<file path="config.mk">
export PLATFORM = sky130hd
export DESIGN_NAME = gray_counter_nbit_step
export DESIGN_NICKNAME = d
export VERILOG_FILES = /design/src/rtl/gray_counter_nbit_step.sv
export SDC_FILE = /design/constraint.sdc
export NUM_CORES = 1
export LEC_CHECK = 0
export BUFFER_PORTS_ARGS = -buffer_cell sky130_fd_sc_hd__buf_2
export CAP_MARGIN = 20
export CORE_AREA = 2 2 39 41
export DETAILED_ROUTE_END_ITERATION = 8
export DIE_AREA = 0 0 41 43
export GPL_ROUTABILITY_DRIVEN = 0
export PLACE_DENSITY = 0.77
export RECOVER_POWER = 100
export SYNTH_ARGS = -nofsm -noshare
export SYNTH_HDL_FRONTEND = slang
export SYNTH_SLANG_ARGS = --single-unit
</file>
<file path="constraint.sdc">
create_clock -name clk -period 2.2 [get_ports clk]
set_clock_uncertainty 0.15 [all_clocks]
set_input_delay 0.33 -clock clk [delete_from_list [all_inputs] [get_ports clk]]
set_output_delay 0.33 -clock clk [all_outputs]
set_load 0.005 [all_outputs]
</file>
<file path="src/rtl/gray_counter_nbit_step.sv">
// N-bit Gray/binary counter advanced by an upstream 1 Hz tick, with run/stop FSM,
// manual single-step while stopped, and synchronous parallel load.
module gray_counter_nbit_step #(
    parameter int N             = 4,
    parameter bit RESET_RUNNING = 1'b1
) (
    input  logic         clk,
    input  logic         reset,
    input  logic         pulse,
    input  logic         up_down,
    input  logic         start,
    input  logic         stop,
    input  logic         step,
    input  logic         load,
    input  logic [N-1:0] load_value,
    output logic [N-1:0] gray_out,
    output logic [N-1:0] bin_out,
    output logic         wrap,
    output logic         running
);

    typedef enum logic {
        ST_STOPPED = 1'b0,
        ST_RUNNING = 1'b1
    } state_t;

    localparam state_t RESET_STATE = RESET_RUNNING ? ST_RUNNING : ST_STOPPED;

    state_t       state_q, state_d;
    logic [N-1:0] bin_q, bin_d;
    logic [N-1:0] gray_q, gray_d;
    logic         wrap_q, wrap_d;
    logic         running_q, running_d;
    logic         step_q;
    logic         step_edge;
    logic         adv;

    assign step_edge = step & ~step_q;
    // Advance source is chosen by the state before this edge, so a stop
    // arriving together with a pulse still lets that pulse count.
    assign adv = (state_q == ST_RUNNING) ? pulse : step_edge;

    always_comb begin
        state_d = state_q;
        if (stop) begin
            state_d = ST_STOPPED;
        end else if (start) begin
            state_d = ST_RUNNING;
        end
        running_d = (state_d == ST_RUNNING);
    end

    always_comb begin
        bin_d  = bin_q;
        wrap_d = 1'b0;
        if (load) begin
            bin_d = load_value;
        end else if (adv) begin
            if (up_down) begin
                bin_d  = bin_q + N'(1);
                wrap_d = &bin_q;
            end else begin
                bin_d  = bin_q - N'(1);
                wrap_d = ~|bin_q;
            end
        end
        // Gray is derived from the next binary value so both views flip together.
        gray_d = bin_d ^ (bin_d >> 1);
    end

    always_ff @(posedge clk or posedge reset) begin
        if (reset) begin
            state_q   <= RESET_STATE;
            running_q <= RESET_RUNNING;
            bin_q     <= '0;
            gray_q    <= '0;
            wrap_q    <= 1'b0;
            step_q    <= 1'b0;
        end else begin
            state_q   <= state_d;
            running_q <= running_d;
            bin_q     <= bin_d;
            gray_q    <= gray_d;
            wrap_q    <= wrap_d;
            step_q    <= step;
        end
    end

    assign bin_out  = bin_q;
    assign gray_out = gray_q;
    assign wrap     = wrap_q;
    assign running  = running_q;

endmodule

</file>
Word-level counts from Yosys, hierarchy flattened
Index checks and enable logic that the tools add are counted.
Widths: inputs -> output; s select.
Storage, ports and cells
  bits in registers: 11
  input bits: 12
  output and inout bits: 10
Cells by class
  add/sub/neg operators: 2
  mux-type cells: 9
  bitwise operators: 3
  reductions and logical operators: 4
Operator list (count)
  $mux 4: 3
  $mux 1: 6
  $add 4x1->4 const B: 1
  $reduce_and 4->1: 1
  $reduce_or 4->1: 1
  $sub 4x1->4 const B: 1
  $xor 4x3->4: 1
  $reduce_bool 2->1: 1
  $and 1x1->1: 1
  $logic_not 1->1: 1
  $not 1->1: 1

Longest topological paths before layout
Gate-level depths: netlist of the first run.
  depth in word-level cells: 6
  depth in mapped cells: 7

Worst setup path before layout of the first run
OpenSTA, ideal clock, no wires.
  kind: reg-to-reg
  start: register bin_q[2] (netlist: bin_out[2])
  end: register gray_q[2] (netlist: gray_out[2])
  setup time: 0.127 ns
  data arrival time: 1.506 ns
  data required time: 1.923 ns
  slack: 0.417 ns
  stages on the path, launching flop included: 7
  buffers on the path: 0
  path through: dfrtp_1 > ha_1 > a21oi_1 > a2111oi_0 > a311oi_1 > nand2_1 > xor2_1
Between the ends
  word-level cells in the longest chain between the ends: 5
Ends and longest elaborated chain
  start, declared: RTL line 30  | logic [N-1:0] bin_q, bin_d;
  start signal, assigned: RTL line 82  | bin_q <= bin_d;
  $sub 4x1->4 / $add 4x1->4 (equally long branches): RTL line 63, 60
  $mux 4 (*): RTL line 59  | if (up_down) begin
  $mux 4 (*): RTL line 58  | end else if (adv) begin
  $mux 4 (*): RTL line 56  | if (load) begin
  net bin_d[3]: RTL line 30
  $xor 4x3->4 (*): RTL line 68  | gray_d = bin_d ^ (bin_d >> 1);
  net gray_d[2]: RTL line 31  | logic [N-1:0] gray_q, gray_d;
  end signal, assigned: RTL line 83  | gray_q <= gray_d;
  end, declared: RTL line 31
The timed path passes the listed nets; every way through them passes the cells marked *.
A chain may end at the register's enable or synchronous reset.

Worst setup path in the final report of the first run
Same ends and word-level chain as after synthesis.

==> results of run 1 <==
-- synth_stat cells (all sizes together) --
cell and count:
nor3 2, nor3b 1, o2111ai 1, ha 2, dfrtp 9, nand2 6
a21oi 2, inv 3, dfstp 1, o21ai 3, buf 2, a311oi 1
nand3 1, o31a 1, a2111oi 1, and2 2, nand4 1, fa 1
nor2 4, mux2i 2, o41ai 1, xor2 5, nor4 1, nor2b 1
-- path summary, 6_finish.rpt --
path | start | end | depth (start not counted) | slack (ps)
max | bin_out[2] | gray_out[2] | 6 | 200
min | stop | running | 2 | 30
max reg2reg | bin_out[2] | gray_out[2] | 6 | 200
min reg2reg | running | running | 2 | 410
max in group asynchronous | reset | running | 3 | 1160
min in group asynchronous | reset | gray_out[0] | 3 | 440
-- placed cells by master, fill, tap and decap left out, drive strengths merged, types with 2 or more instances in the layout --
cell type	synthesis	final
a21oi	2	2
inv	3	3
nand2	6	6
dfrtp	9	9
nor3	2	2
nor2	4	4
and2	2	2
xor2	5	5
clkbuf	0	8
ha	2	2
buf	2	17
o21ai	3	3
mux2i	2	2
-- routing by layer --
layer  global-route usage  up-vias  part of all wire  wire, um
li1                     -      241                 -         -
met1               0.1678      210              0.44       492
met2               0.2219       14              0.51       567
met3              0.03141        2             0.041        45
met4               0.1000        0            0.0054         6
met5                    0        -                 0         0
-- per-stage QoR --
step           std cells  total power, W  hold WS, ps
3_5_place_dp          89       0.0003974        162.3
2_1_floorplan         54       0.0003423        19.46
5_1_grt               94       0.0005863        14.06
3_3_place_gp          89       0.0003951        151.7
6_report              94       0.0005474        28.37
4_1_cts               94       0.0005637        19.14
-- kinds of logic after synthesis --
group | after synthesis | synth area share
fa+ha+maj | 3 | 0.07826
xor+xnor | 5 | 0.07608
simple gates | 19 | 0.1957
compound gates | 10 | 0.1326
mux | 2 | 0.03478
buf+inv | 5 | 0.04564
flops | 10 | 0.4370
-- worst reg2reg max path: stages, from the launching register on --
cell and delay (ps):
dfrtp_1 420, ha_1 340, a21oi_1 230, a2111oi_0 150, a311oi_1 290, nand2_1 140, xor2_1 150
-- sequential cells by signal, indices dropped and copies added, names as in the netlist --
name	cells
bin_out	4
gray_out	3
running	1
step_q	1
wrap	1
-- power by group through the flow --
stage / Combinational, W / Clock [W] / Sequential, W
2_1_floorplan: 0.0000956 / 0 / 0.000247
3_5_place_dp: 0.000154 / 0 / 0.000243
6_report: 0.000144 / 0.000163 / 0.000240
5_1_grt: 0.000163 / 0.000179 / 0.000245
4_1_cts: 0.000157 / 0.000166 / 0.000240
3_3_place_gp: 0.000151 / 0 / 0.000244
-- cell type report --
| cell class | count | share of cell area |
|---|---|---|
| multi-input cells | 39 | 0.3951 |
| flip-flops and latches | 10 | 0.3545 |
| repair buffers | 22 | 0.1552 |
| clock buffers | 4 | 0.05115 |
| well taps | 16 | 0.02822 |
| inverters | 3 | 0.01587 |
-- what timing repair did --
action | CTS | global route
hold buffers | 1 | 0
endpoints found under the hold margin | 9 | 0
resized for setup | 0 | 0
setup endpoints to repair | 0 | 0
==> results by group, run 1 <==
Clock network
  • Worst-path clk slew: 60 ps
  • Max clock buf depth: 2
  • # Post-CTS Setup Buffers: 0
  • Num CTS Buffers: 3
  • Clk Latency, worst-skew pair: 260 ps
  • Clk sink count: 10
  • CTS tree: built
  • Root Buffer: clkbuf_4
  • Max H-tree Level: 1

STA
  • Max-slew headroom: 0.6881
  • Fmax: 0.4990 GHz
  • Worst Slack Setup Final: 196.1 ps
  • Setup violations, final: 0
  • Tmin final: 2004 ps
  • Worst Max-Slew Pin Slew: 456.1 ps
  • Period utilisation layout: 0.9109
  • Final Slew Violations: 0
  • Final setup TNS: 0 ps
  • Unrepaired setup endpoints after global routing: false
  • Hold Violations, Final: 0

Pwr
  • Pwr Density: 771.6 mW/mm^2
  • Seq pwr share: 0.438
  • Sw frac: 0.2977
  • P_leak: 0.3431 nW
  • Internal: 0.0003845 W
  • Clk pwr share: 0.298
  • Peak VDD IR: 0.3632 mV
  • Psw: 0.0001629 W
  • Combinational share of power: 0.264

Min path
  • Min-delay worst type: in -> reg

Global routing
  • Gr usage total: 0.1443
  • Vias in the first global route: 382
  • First-pass GRT wire length: 1621 um
  • Grt ovf: 0
  • Antenna violations before repair: 0
  • Largest net degree at the start of global routing: 13

Cells and area
  • FILL cells: 135
  • Final Net Count: 94
  • Antenna cell count: 0
  • Final core utilization: 0.5127
  • Area grow syn2layout: 23.26%
  • Multi-input logic area: 280.3 um^2
  • Layout cells sized above 1: 0.2821
  • Post-route cell area: 709.4 um^2
  • Register area: 251.5 um^2

Critical path
  • CP required: 2180 ps
  • Worst Setup Start Kind: flop
  • Worst EP arrival: 1990 ps
  • CP Class: reg -> reg
  • CP max FO: 5
  • Cell Chain, Critical Path: ha_1 -> a21oi_1 -> a2111oi_0 -> a311oi_1 -> nand2_1 -> xor2_1
  • CP Capture Type: flop
  • CP peak stage delay: 420 ps
  • Buf+Inv Stages, Crit Path: 0
  • CP delay by family, top: compound AO/OA/AOI/OAI gates
  • Slowest CP cell: dfrtp_1

Synthesis
  • Post-Synthesis Net Count: 69
  • Sequential area share after synthesis: 0.4370
  • Post-synth top area share: 0.3913
  • Synth unique cells: 27
  • Synth warnings: 0
  • Cells after Synth: 54
  • Mapped Area: 575.6 um^2
  • Synth top area cells: dfrtp_1 (39%), xor2_1 (7.6%), dfstp_2 (4.6%)
  • Synth Area per Inst: 10.66 um^2
  • Synthesized flop and latch total: 10
  • Most area-hungry cell type in the Yosys netlist: dfrtp_1

Placement
  • IO buf count: 21
  • Setup WS pre-CTS: 91.47 ps
  • Area after DPL: 685.7 um^2
  • Estimated wirelength of the detail-placed design: 822.4 um

Drt
  • Drt initial violations: 5
  • DR DRC count: 0
  • DR vias: 467
  • Antenna Violating Nets Remaining: 0
  • Routed Wire Length: 1111 um
  • Vias per cell: 4.968
  • Wire per inst: 11.82 um
  • First drt pass iteration count: 4

Flow run
  • Max Cap Viol: 0

Die
  • Die height: 43 um
  • Total core area: 0.001384 mm^2
  • Ports: 22
  • Initial core utilization: 0.4159
  • Die width: 41 um
  • Die ar.: 0.001763 mm^2
  • Row count: 14

Run status
  • Outcome: finished clean
Power figures use the tool's default switching activity.
==> run 2: changes to the inputs <==
RECOVER_POWER = unset   (was 100)
==> run 2 against run 1 <==
Maximum frequency up 1.1%. Combinational power up 8%. Core utilization up 1.6 points. Clock power about the same. Worst setup slack better by 22 ps. Final area up 3.2%.
==> results by group, run 2 (synthesis gave the netlist of run 1 again) <==
Drt
  • Wire per inst: 11.72 um
  • Routed Wire Length: 1102 um
  • DR vias: 468
  • Antenna Violating Nets Remaining: 0
  • First drt pass iteration count: 4
  • Vias per cell: 4.979
  • Drt initial violations: 7
  • DR DRC count: 0

STA
  • Setup violations, final: 0
  • Period utilisation layout: 0.9008
  • Hold Violations, Final: 0
  • Max-slew headroom: 0.6993
  • Worst Max-Slew Pin Slew: 439.7 ps
  • Unrepaired setup endpoints after global routing: false
  • Fmax: 0.5046 GHz
  • Final setup TNS: 0 ps
  • Tmin final: 1982 ps
  • Final Slew Violations: 0

Cells and area
  • Largest register FFs: 4
  • Area grow syn2layout: 27.17%
  • FILL cells: 129
  • Most common cell after layout, fill and taps aside: buf_2
  • Commonest cells after routing, fill and taps aside: buf_2 (21), dfrtp_1 (9), nand2_1 (6)
  • Layout cells sized above 1: 0.3974
  • Antenna cell count: 0
  • Final Net Count: 94

Min path
  • WHS Path Cells: 2
  • Min-delay worst type: in -> reg

Critical path
  • Worst Setup Start Kind: flop
  • CP max FO: 5
  • R2R cell count: 6
  • CP Class: reg -> reg
  • CP Capture Type: flop
  • CP required: 2200 ps
  • Worst EP arrival: 1980 ps

Global routing
  • Vias in the first global route: 382
  • Antenna violations before repair: 0
  • Gr usage total: 0.1443
  • Grt ovf: 0
  • Largest net degree at the start of global routing: 13
  • First-pass GRT wire length: 1621 um

Placement
  • IO buf count: 21
  • Estimated wirelength of the detail-placed design: 822.4 um

Die
  • Total core area: 0.001384 mm^2
  • Initial core utilization: 0.4159
  • Die ar.: 0.001763 mm^2
  • Die width: 41 um
  • Ports: 22
  • Die height: 43 um
  • Row count: 14

Clock network
  • CTS tree: built
  • Root Buffer: clkbuf_4
  • Hold Buf Count CTS: 1
  • Max H-tree Level: 1
  • Clk Latency, worst-skew pair: 260 ps
  • Worst-path clk slew: 60 ps
  • Clk sink count: 10
  • # Post-CTS Setup Buffers: 0
  • Max clock buf depth: 2
  • Num CTS Buffers: 3
  • # resized after CTS: 0

Pwr
  • P_leak: 0.3641 nW
  • Peak VDD IR: 0.3742 mV
  • Pwr Density: 763.7 mW/mm^2
  • Design Power: 0.0005590 W

Run status
  • Outcome: finished clean

Flow run
  • Max Cap Viol: 0
## run 2: changes by cell type in the layout (fill, tap and decap cells not counted)
cell      change
nor2_4        +1
o21ai_2       +2
buf_2         +4
and2_0        -1
dfstp_1       -1
o21ai_0       -3
clkbuf_1      -4
dfstp_2       +1
nor2_1        -1
o21ai_1       +1
and2_4        +1
## run 2: area by class of cell
| class | count | area (um^2) | share of cell area |
|---|---|---|---|
| well taps | 16 | 20.02 | 0.02735 |
| multi-input cells | 39 | 297.8 | 0.4068 |
| inverters | 3 | 11.26 | 0.01538 |
| repair buffers | 22 | 115.1 | 0.1573 |
| flip-flops and latches | 10 | 251.5 | 0.3436 |
| clock buffers | 4 | 36.28 | 0.04957 |
## run 2: metrics by stage
stage | util | hold slack, ps | setup WS [ps] | cells | instance area (um^2)
after global routing | 0.5289 | 8.655 | 27.96 | 94 | 732.0
final | 0.5289 | 23.20 | 218.3 | 94 | 732.0
after CTS | 0.5289 | 19.14 | 228.2 | 94 | 732.0
after global placement | 0.4955 | 151.7 | 126.4 | 89 | 685.7
after detailed placement | 0.4955 | 162.3 | 91.47 | 89 | 685.7
after floorplan | - | 19.46 | 417.1 | 54 | 575.6
## run 2: per-layer routing
layer / vias to the layer above / wire length [um] / share of wire / global-route usage
li1: 242 / - / - / -
met1: 210 / 487 / 0.44 / 0.1678
met2: 14 / 563 / 0.51 / 0.2219
met3: 2 / 44 / 0.040 / 0.03141
met4: 0 / 6 / 0.0054 / 0.1000
met5: - / 0 / 0 / 0
## run 2: worst max-delay path, cell delays in order (launching register included)
cell       delay (ps)
dfrtp_1           430
ha_1              340
a21oi_1           240
a2111oi_0         150
a311oi_1          280
nand2_1           130
xor2_1            150
## run 2: path summary, 6_finish.rpt
| check | startpoint | endpoint | slack (ps) |
|---|---|---|---|
| setup / recovery | bin_out[2] | gray_out[2] | 220 |
| hold / removal | stop | running | 20 |
| setup reg to reg | bin_out[2] | gray_out[2] | 220 |
| hold reg to reg | running | running | 380 |
| max in group asynchronous | reset | running | 1150 |
| min in group asynchronous | reset | gray_out[0] | 440 |
## run 2: report_power, final
group / internal (W) / total [W] / switching [W] / leakage (nW)
clock: 0.000100 / 0.000163 / 0.0000630 / 0.0210
combinational: 0.0000749 / 0.000156 / 0.0000808 / 0.224
sequential: 0.000216 / 0.000240 / 0.0000236 / 0.119
total: 0.000392 / 0.000559 / 0.000167 / 0.364
